===== config.mk =====
export PLATFORM = sky130hd
export DESIGN_NAME = microcode_loader
export DESIGN_NICKNAME = d
export VERILOG_FILES = /design/src/rtl/microcode_pkg.sv /design/src/rtl/mcload_word_asm.sv /design/src/rtl/microcode_loader.sv
export SDC_FILE = /design/constraint.sdc
export NUM_CORES = 1
export LEC_CHECK = 0
export ABC_AREA = 1
export CAP_MARGIN = 20
export CORE_ASPECT_RATIO = 0.9
export CORE_MARGIN = 4
export CORE_UTILIZATION = 40
export DETAILED_ROUTE_END_ITERATION = 7
export SLEW_MARGIN = 20
export SYNTH_ARGS = -nofsm -noshare
export SYNTH_HDL_FRONTEND = slang
export SYNTH_SLANG_ARGS = --single-unit

===== constraint.sdc =====
create_clock -name clk_i -period 2.3 [get_ports clk_i]
set_clock_uncertainty 0.15 [all_clocks]
set_input_delay 0.46 -clock clk_i [delete_from_list [all_inputs] [get_ports clk_i]]
set_output_delay 0.46 -clock clk_i [all_outputs]
set_load 0.01 [all_outputs]

===== src/rtl/microcode_pkg.sv =====
// Shared definitions for the control-store loader and the sequencer that reads the store.
// Microword layout (LSB first): Z, Y, X, CNState, PolarityBit, InputSelect.
package microcode_pkg;

  typedef enum logic [2:0] {
    ST_IDLE,
    ST_HDR,
    ST_CNT,
    ST_WHI,
    ST_WLO,
    ST_CSUM,
    ST_FIN,
    ST_ERR
  } mcload_state_e;

  localparam logic [7:0] MC_HEADER = 8'hA5;

  localparam int MC_Z_LSB       = 0;
  localparam int MC_Z_W         = 1;
  localparam int MC_Y_LSB       = 1;
  localparam int MC_Y_W         = 1;
  localparam int MC_X_LSB       = 2;
  localparam int MC_X_W         = 1;
  localparam int MC_CNSTATE_LSB = 3;
  localparam int MC_CNSTATE_W   = 3;
  localparam int MC_POL_LSB     = 6;
  localparam int MC_POL_W       = 1;
  localparam int MC_INSEL_LSB   = 7;
  localparam int MC_INSEL_W     = 3;

  // A received 16-bit word is usable only when every bit above the microword is zero.
  function automatic logic pad_clear(input logic [15:0] w, input int unsigned word_w);
    return (w >> word_w) == 16'd0;
  endfunction

endpackage


===== src/rtl/mcload_word_asm.sv =====
// Pairs stream bytes into a microword, checks the padding bits and, when
// MCLOAD_CHECKSUM_EN is defined, keeps the running XOR of the frame bytes.
module mcload_word_asm
  import microcode_pkg::*;
#(
  parameter int WORD_W = 10
) (
  input  logic              clk_i,
  input  logic              hi_load_i,
  input  logic [7:0]        byte_i,
`ifdef MCLOAD_CHECKSUM_EN
  input  logic              acc_clr_i,
  input  logic              acc_en_i,
  output logic [7:0]        acc_o,
`endif
  output logic [WORD_W-1:0] word_o,
  output logic              pad_ok_o
);

  logic [7:0]  hi_q;
  logic [15:0] word16;

  always_ff @(posedge clk_i) begin
    if (hi_load_i) hi_q <= byte_i;
  end

  // The low byte is used straight from the stream so the word is ready in the WLO cycle.
  assign word16   = {hi_q, byte_i};
  assign word_o   = word16[WORD_W-1:0];
  assign pad_ok_o = pad_clear(word16, WORD_W);

`ifdef MCLOAD_CHECKSUM_EN
  logic [7:0] acc_q;

  always_ff @(posedge clk_i) begin
    if (acc_clr_i)     acc_q <= 8'd0;
    else if (acc_en_i) acc_q <= acc_q ^ byte_i;
  end

  assign acc_o = acc_q;
`endif

endmodule


===== src/rtl/microcode_loader.sv =====
// Parses a framed byte stream and writes the control store; holds the sequencer until a full image lands.
// Optional trailing checksum byte is built when MCLOAD_CHECKSUM_EN is defined.
module microcode_loader
  import microcode_pkg::*;
#(
  parameter int ADDR_W = 3,
  parameter int WORD_W = 10
) (
  input  logic              clk_i,
  input  logic              rst_i,
  input  logic              start_i,
  input  logic              in_valid_i,
  input  logic [7:0]        in_data_i,
  output logic              in_ready_o,
  output logic              wr_en_o,
  output logic [ADDR_W-1:0] wr_addr_o,
  output logic [WORD_W-1:0] wr_data_o,
  output logic              seq_hold_o,
  output logic              done_o,
  output logic              error_o
);

  localparam int CW    = ADDR_W + 1;
  localparam int DEPTH = 1 << ADDR_W;

  mcload_state_e state_q, state_d;

  logic              xfer;
  logic              count_ok;
  logic              last_word;
  logic              pad_ok;
  logic              wr_fire;
  logic [WORD_W-1:0] word;
  logic [CW-1:0]     cnt_q;
  logic [CW-1:0]     idx_q;
  logic              wr_en_q;
  logic [ADDR_W-1:0] wr_addr_q;
  logic [WORD_W-1:0] wr_data_q;
  logic              seq_hold_q;
  logic              error_q;

  assign xfer      = in_valid_i && in_ready_o;
  assign count_ok  = (in_data_i != 8'd0) && (int'(in_data_i) <= DEPTH);
  assign last_word = (idx_q + CW'(1)) == cnt_q;
  assign wr_fire   = (state_q == ST_WLO) && xfer && pad_ok;

`ifdef MCLOAD_CHECKSUM_EN
  logic [7:0] acc;
`endif

  mcload_word_asm #(.WORD_W(WORD_W)) u_word_asm (
    .clk_i     (clk_i),
    .hi_load_i ((state_q == ST_WHI) && xfer),
    .byte_i    (in_data_i),
`ifdef MCLOAD_CHECKSUM_EN
    .acc_clr_i ((state_q == ST_IDLE) && start_i),
    .acc_en_i  (xfer && ((state_q == ST_CNT) || (state_q == ST_WHI) || (state_q == ST_WLO))),
    .acc_o     (acc),
`endif
    .word_o    (word),
    .pad_ok_o  (pad_ok)
  );

  always_ff @(posedge clk_i) begin
    if (rst_i) state_q <= ST_IDLE;
    else       state_q <= state_d;
  end

  always_comb begin
    state_d = state_q;
    case (state_q)
      ST_IDLE: if (start_i) state_d = ST_HDR;
      ST_HDR:  if (xfer) state_d = (in_data_i == MC_HEADER) ? ST_CNT : ST_ERR;
      ST_CNT:  if (xfer) state_d = count_ok ? ST_WHI : ST_ERR;
      ST_WHI:  if (xfer) state_d = ST_WLO;
      ST_WLO: begin
        if (xfer) begin
          if (!pad_ok)        state_d = ST_ERR;
`ifdef MCLOAD_CHECKSUM_EN
          else if (last_word) state_d = ST_CSUM;
`else
          else if (last_word) state_d = ST_FIN;
`endif
          else                state_d = ST_WHI;
        end
      end
`ifdef MCLOAD_CHECKSUM_EN
      ST_CSUM: if (xfer) state_d = (in_data_i == acc) ? ST_FIN : ST_ERR;
`endif
      ST_FIN:  state_d = ST_IDLE;
      ST_ERR:  state_d = ST_IDLE;
      default: state_d = ST_IDLE;
    endcase
  end

  always_comb begin
    in_ready_o = 1'b0;
    done_o     = 1'b0;
    case (state_q)
      ST_HDR, ST_CNT, ST_WHI, ST_WLO, ST_CSUM: in_ready_o = 1'b1;
      ST_FIN:                                  done_o     = 1'b1;
      default: ;
    endcase
  end

  // SeqHold drops on the edge entering FIN so it falls together with Done; an error leaves it high.
  always_ff @(posedge clk_i) begin
    if (rst_i) begin
      wr_en_q    <= 1'b0;
      wr_addr_q  <= '0;
      wr_data_q  <= '0;
      seq_hold_q <= 1'b1;
      error_q    <= 1'b0;
      idx_q      <= '0;
      cnt_q      <= '0;
    end else begin
      wr_en_q <= wr_fire;
      if (wr_fire) begin
        wr_addr_q <= idx_q[ADDR_W-1:0];
        wr_data_q <= word;
        idx_q     <= idx_q + CW'(1);
      end
      if ((state_q == ST_IDLE) && start_i) begin
        error_q    <= 1'b0;
        seq_hold_q <= 1'b1;
        idx_q      <= '0;
      end
      if ((state_q == ST_CNT) && xfer && count_ok) cnt_q <= CW'(in_data_i);
      if (state_d == ST_FIN) seq_hold_q <= 1'b0;
      if (state_d == ST_ERR) error_q    <= 1'b1;
    end
  end

  assign wr_en_o    = wr_en_q;
  assign wr_addr_o  = wr_addr_q;
  assign wr_data_o  = wr_data_q;
  assign seq_hold_o = seq_hold_q;
  assign error_o    = error_q;

endmodule


# ---- Word-level counts from Yosys, hierarchy flattened
# Index checks and enable logic that the tools add are counted.
dict set report totals {
  mem_bits_rw 0
  mem_bits_ro 0
  latch_bits 0
  n_memories 0
  ff_bits 35
  output_inout_bits 18
}
dict set report op_classes {
  shifts 0
  order_cmp 1
  bitwise_logic 0
  addsub 1
  n_eq_ne 10
  multipliers 0
  reduce_logical 15
  div 0
  mux 16
}
# cell n
set op_table {}
lappend op_table {{two-way mux 3 bit} 9}
lappend op_table {{logical NOT 16 bit} 1}
lappend op_table {{== test 3 bit, second input constant} 5}
lappend op_table {{case mux 3 bit (5 select lines)} 1}
lappend op_table {{== test 8 bit, second input constant} 1}
lappend op_table {{less-or-equal comparator 8 x 4 -> 1 bit, second input constant} 1}
lappend op_table {{logical AND 1 bit} 8}
lappend op_table {{nonzero test 8 bit} 1}
lappend op_table {{== test 3 x 2 -> 1 bit, second input constant} 2}
lappend op_table {{two-way mux 1 bit} 6}
lappend op_table {{OR reduction 5 bit} 1}
lappend op_table {{adder 4 x 1 -> 4 bit, second input constant} 1}
lappend op_table {{== test 4 bit} 1}
lappend op_table {{nonzero test 2 bit} 2}
lappend op_table {{== test 3 x 1 -> 1 bit, second input constant} 1}
lappend op_table {{logical NOT 3 bit} 1}
lappend op_table {{OR reduction 2 bit} 1}

# ---- Logic depth before layout (Yosys ltp)
dict set report depth {
  depth_word 8
  mapped_depth 14
  depth_no_buf 14
}

# ---- Modules after synthesis
# From an unflattened synthesis, not the netlist that was laid out.
dict set report unflattened {
  hier_cells 223
  hier_area_um2 1695.4
}
# module cells_each area_each_um2 n_inst
set modules_own_cells {}
lappend modules_own_cells {microcode_loader 200 1358.8 1}
lappend modules_own_cells {mcload_word_asm 23 336.6 1}

# ---- Least setup slack after synthesis
# Ideal clock, no wire load.
dict set report synth_timing {
  path_type {register to register}
  start {register idx_q[0]}
  end {register seq_hold_q (netlist: seq_hold_o)}
  setup_slack_ns 0.642
  required_ns 2.037
  path_buffers 0
  arrival_time_ns 1.395
  stages_incl_launch_ff 12
  period_less_slack_ns 1.658
  path_cell_list {dfxtp_1 > ha_1 > xnor2_1 > nand2_1 > nor2_1 > nand3_1 > nand2_1 > nand2_1 > nand2_1 > nand2_1 > nor2_1 > nor2_1}
}
dict set report synth_via {
  elab_chain_len 8
  elab_cells_between_ends 9
  classes_between {1 x add/sub; 2 x eq/ne; 5 x mux; 1 x reduce/logical}
}
# item line_no
set synth_lines {}
lappend synth_lines {{start, declared} microcode_loader.sv:35} ;# logic [CW-1:0] idx_q;
lappend synth_lines {{start signal, assigned} microcode_loader.sv:121} ;# idx_q <= idx_q + CW'(1);
lappend synth_lines {{adder 4 x 1 -> 4 bit (*)} microcode_loader.sv:44} ;# assign last_word = (idx_q + CW'(1)) == cnt_q;
lappend synth_lines {{== test 4 bit (*)} microcode_loader.sv:44}
lappend synth_lines {{two-way mux 3 bit (*)} microcode_loader.sv:82} ;# else if (last_word) state_d = ST_FIN;
lappend synth_lines {{two-way mux 3 bit (*)} microcode_loader.sv:78} ;# if (!pad_ok) state_d = ST_ERR;
lappend synth_lines {{two-way mux 3 bit (*)} microcode_loader.sv:77} ;# if (xfer) begin
lappend synth_lines {{case mux 3 bit (5 select lines) (*)} microcode_loader.sv:71} ;# case (state_q)
lappend synth_lines {{== test 3 bit (*)} microcode_loader.sv:129} ;# if (state_d == ST_FIN) seq_hold_q <= 1'b0;
lappend synth_lines {{two-way mux 1 bit or nonzero test 2 bit (tied branches)} n/a}
lappend synth_lines {{end signal, assigned} microcode_loader.sv:112} ;# seq_hold_q <= 1'b1;
lappend synth_lines {{end signal, assigned} microcode_loader.sv:125} ;# seq_hold_q <= 1'b1;
lappend synth_lines {{end signal, assigned} microcode_loader.sv:129}
lappend synth_lines {{end, declared} microcode_loader.sv:39} ;# logic seq_hold_q;
# Every way passes the cells marked *; elsewhere a longest branch is shown, timed or not.
# A chain may end at the register's enable or synchronous reset.

# ---- Worst setup path after layout
dict set report layout_timing {
  start {register state_q[0]}
  end {output in_ready_o}
}
dict set report layout_via {
  elab_chain_len 3
  elab_cells_between_ends 7
  classes_between {5 x eq/ne; 1 x mux; 1 x reduce/logical}
}
# item line_no
set layout_lines {}
lappend layout_lines {{start, declared} microcode_loader.sv:26} ;# mcload_state_e state_q, state_d;
lappend layout_lines {{start signal, assigned} microcode_loader.sv:66} ;# else state_q <= state_d;
lappend layout_lines {{== test 3 bit, or another cell as far along} microcode_loader.sv:99} ;# case (state_q)
lappend layout_lines {{OR reduction 5 bit (*)} microcode_loader.sv:99}
lappend layout_lines {{two-way mux 1 bit (*)} microcode_loader.sv:99}
lappend layout_lines {{end, declared} microcode_loader.sv:14} ;# output logic in_ready_o,
# Marks and branches as above.

==> flow_summary_export.csv <==
group,metric,value,unit
timing,slew_viol_final,0,
critical_path,critPathMaxStageDelay,0.55,ns
timing,max_freq,456.7,MHz
layout,n_fill_cell,352,
logic_synthesis,synth.ff_latch_count,35,
layout,finish.net_count,251,
timing,setup_viol,0,
route,vias_per_cell,4.958,
die,core-area,3757,um^2
timing,period_share,95.19,%
logic_synthesis,ys_warn_count,0,
route,num_vias,1413,
pwr,p_total,1.548,mW
timing,tns,0,ns
critical_path,end_kind,"primary output",
timing,worst_slew_margin_rel,82.73,%
route,drt_first_iter_violations,59,
layout,regArea,783.3,um^2
logic_synthesis,synthTopCellsByCount,"nand2_1 (36), nor2_1 (33), dfxtp_1 (27)",
clocking,htree_levels,2,
logic_synthesis,synth_area_leader_cell,"dfxtp_1",
pwr,p_leak,0.8526,nW
critical_path,crit_fanout,5,
place,place_congestion,0.8552,
pwr,irDropWorstVdd,0.4875,mV
timing,min_period,2.189,ns
route,antenna_left,0,
critical_path,path_class,"reg2out",
critical_path,cp_cell_sequence,"nor2_2 > nand2_1 > inv_1 > a21oi_1 > clkdlybuf4s50_1",
logic_synthesis,synthDistinctLibCells,27,
global_route,grt_use_total,15.49,%
route,remaining_drc_errors,0,
global_route,grt_pass1_wl,6016,um
logic_synthesis,synth_edf_count,8,
layout,drive_gt1_share,14.23,%
pwr,pwr-share-comb,19.7,%
logic_synthesis,synthFlopType,"dfxtp_1",
global_route,antenna_found_initial,0,
clocking,clk_pin_slew_worst_paths,0.07,ns
logic_synthesis,yosysMostFrequentCell,"nand2_1",
run,drv_cap,0,
logic_synthesis,yosys-top-cells-area,"dfxtp_1 (34%), edfxtp_1 (15%), nand2_1 (8.5%)",
place,io_buffers,29,
critical_path,startpoint_type,"flip-flop",
logic_synthesis,async_reset_ff_share,0,%
clocking,postCtsHoldBufs,0,
timing,finalHoldViolations,0,
logic_synthesis,syn_avg_cell_area,7.908,um^2
layout,antenna_cells,0,
logic_synthesis,yosysTopAreaCellShare,34.18,%
clocking,clock_path_buffers,2,
pwr,p_per_area,752.8,nW/um^2
layout,multi_input_area,676.9,um^2
clocking,insertion_delay,0.29,ns
clocking,cts_root_buf,"clkbuf_8",
critical_path,cp_slowest_cell,"clkdlybuf4s50_1",
place,hpwl,2613,um
global_route,grt_max_degree,13,
pwr,clkPwrFrac,35.4,%
clocking,cts.sinks,35,
critical_path,crit_required,1.69,ns
status,status,"completed",
global_route,gr-total-overflow,0,
route,dr.pass1.iters,4,
global_route,grt_pass1_vias,1401,
min_path,min_path_type,"reg2reg",
timing,rsz0062_at_grt,"no",
die,dieArea,5025,um^2
clocking,cts_tree,"done",
route,wire_per_inst,12.01,um
logic_synthesis,syn_nets,213,
die,start_util,42.09,%
critical_path,worstPathArrival,1.58,ns
pwr,p_switching,0.4354,mW
pwr,seqPwrFrac,44.9,%
die,fp.dieH,67.65,um
die,ios,30,
timing,worstMarginPinSlew,0.2583,ns
pwr,swShare,28.14,%
die,rows,21,
route,routed_wl,3422,um
logic_synthesis,synth_area,1582,um^2
critical_path,r2r_setup_slack,0.42,ns
die,die_width,74.28,um
layout,area_delta_synth_final,29.98,%
logic_synthesis,synth_cells,200,
logic_synthesis,ys_seq_area_share,49.37,%
pwr,p_int,1.112,mW
clocking,cts_made_buffers,5,
-- repair_timing --
| item | CTS | global route |
|---|---|---|
| setup endpoints to repair | 0 | 1 |
| gates resized for setup | 0 | 2 |
| buffers inserted | 0 | 0 |
-- area by class of cell --
class,count,area share (%)
clock inverter,3,2.130
clock buffer,5,3.348
timing repair buffer,34,15.95
sequential,35,38.10
tap,46,2.800
inverter,26,4.747
multi-input combinational,136,32.93
-- cell families after synthesis --
kind of cell	synth area share [%]
simple gates	28.16
compound gates	13.29
flops	49.37
buf+inv	7.832
xor+xnor	0.5539
fa+ha+maj	0.7910
-- per-layer routing --
layer	up-vias	track usage (%)	wire, um
li1	733	-	-
met1	639	19.56	1715
met2	34	25.22	1505
met3	7	3.869	143
met4	0	6.444	57
met5	-	0	0
-- sequential cells by signal, indices dropped and copies added, names as in the netlist --
signal           cells
cnt_q                4
error_o              1
idx_q                4
seq_hold_o           1
state_q              3
u_word_asm.hi_q      8
wr_addr_o            3
wr_data_o           10
wr_en_o              1
-- through the flow --
step	utilization, %	cells	setup WS (ns)	cell area [um^2]	hold WS, ns
after floorplan	-	200	0.6420	1582	0.2939
after global placement	51.65	277	0.09563	1941	0.2930
after detailed placement	51.65	277	0.08247	1941	0.2955
after CTS	54.65	285	0.06060	2053	0.3070
after global routing	54.71	285	0.001911	2056	0.3396
final	54.71	285	0.1106	2056	0.3008
-- cells in the final DEF, fill, tap and decap left out, types with 4 or more instances in the layout --
cell             count
a21oi_1             11
a21oi_2              4
buf_4                5
clkbuf_8             5
clkdlybuf4s50_1     29
dfxtp_1             25
edfxtp_1             8
inv_1               19
inv_2                7
nand2_1             36
nand3_1             11
nand4_1              5
nor2_1              33
o21ai_0              9
o21ai_1             11
-- worst max-delay path, delay by kind of cell, from the launching register on --
kind / cells / cell delay (ns)
flip-flops: 1 / 0.42
AO/OA/AOI/OAI: 1 / 0.12
buffers and inverters: 2 / 0.61
AND/OR/NAND/NOR: 2 / 0.16
-- power groups by stage --
stage	Combinational (mW)	Sequential (mW)	Clock [mW]
floorplan	0.198	0.700	0
global placement	0.306	0.707	0
detailed placement	0.304	0.704	0
CTS	0.307	0.691	0.560
global route	0.353	0.700	0.586
finish	0.304	0.695	0.548
-- worst paths after layout --
kind,from,end,cells past startpoint
min,error_o,error_o,2
max reg2reg,idx_q[0],seq_hold_o,11
max,state_q[0],in_ready_o,5
min reg2reg,error_o,error_o,2
Note: power is estimated with default switching activity, not from simulation.
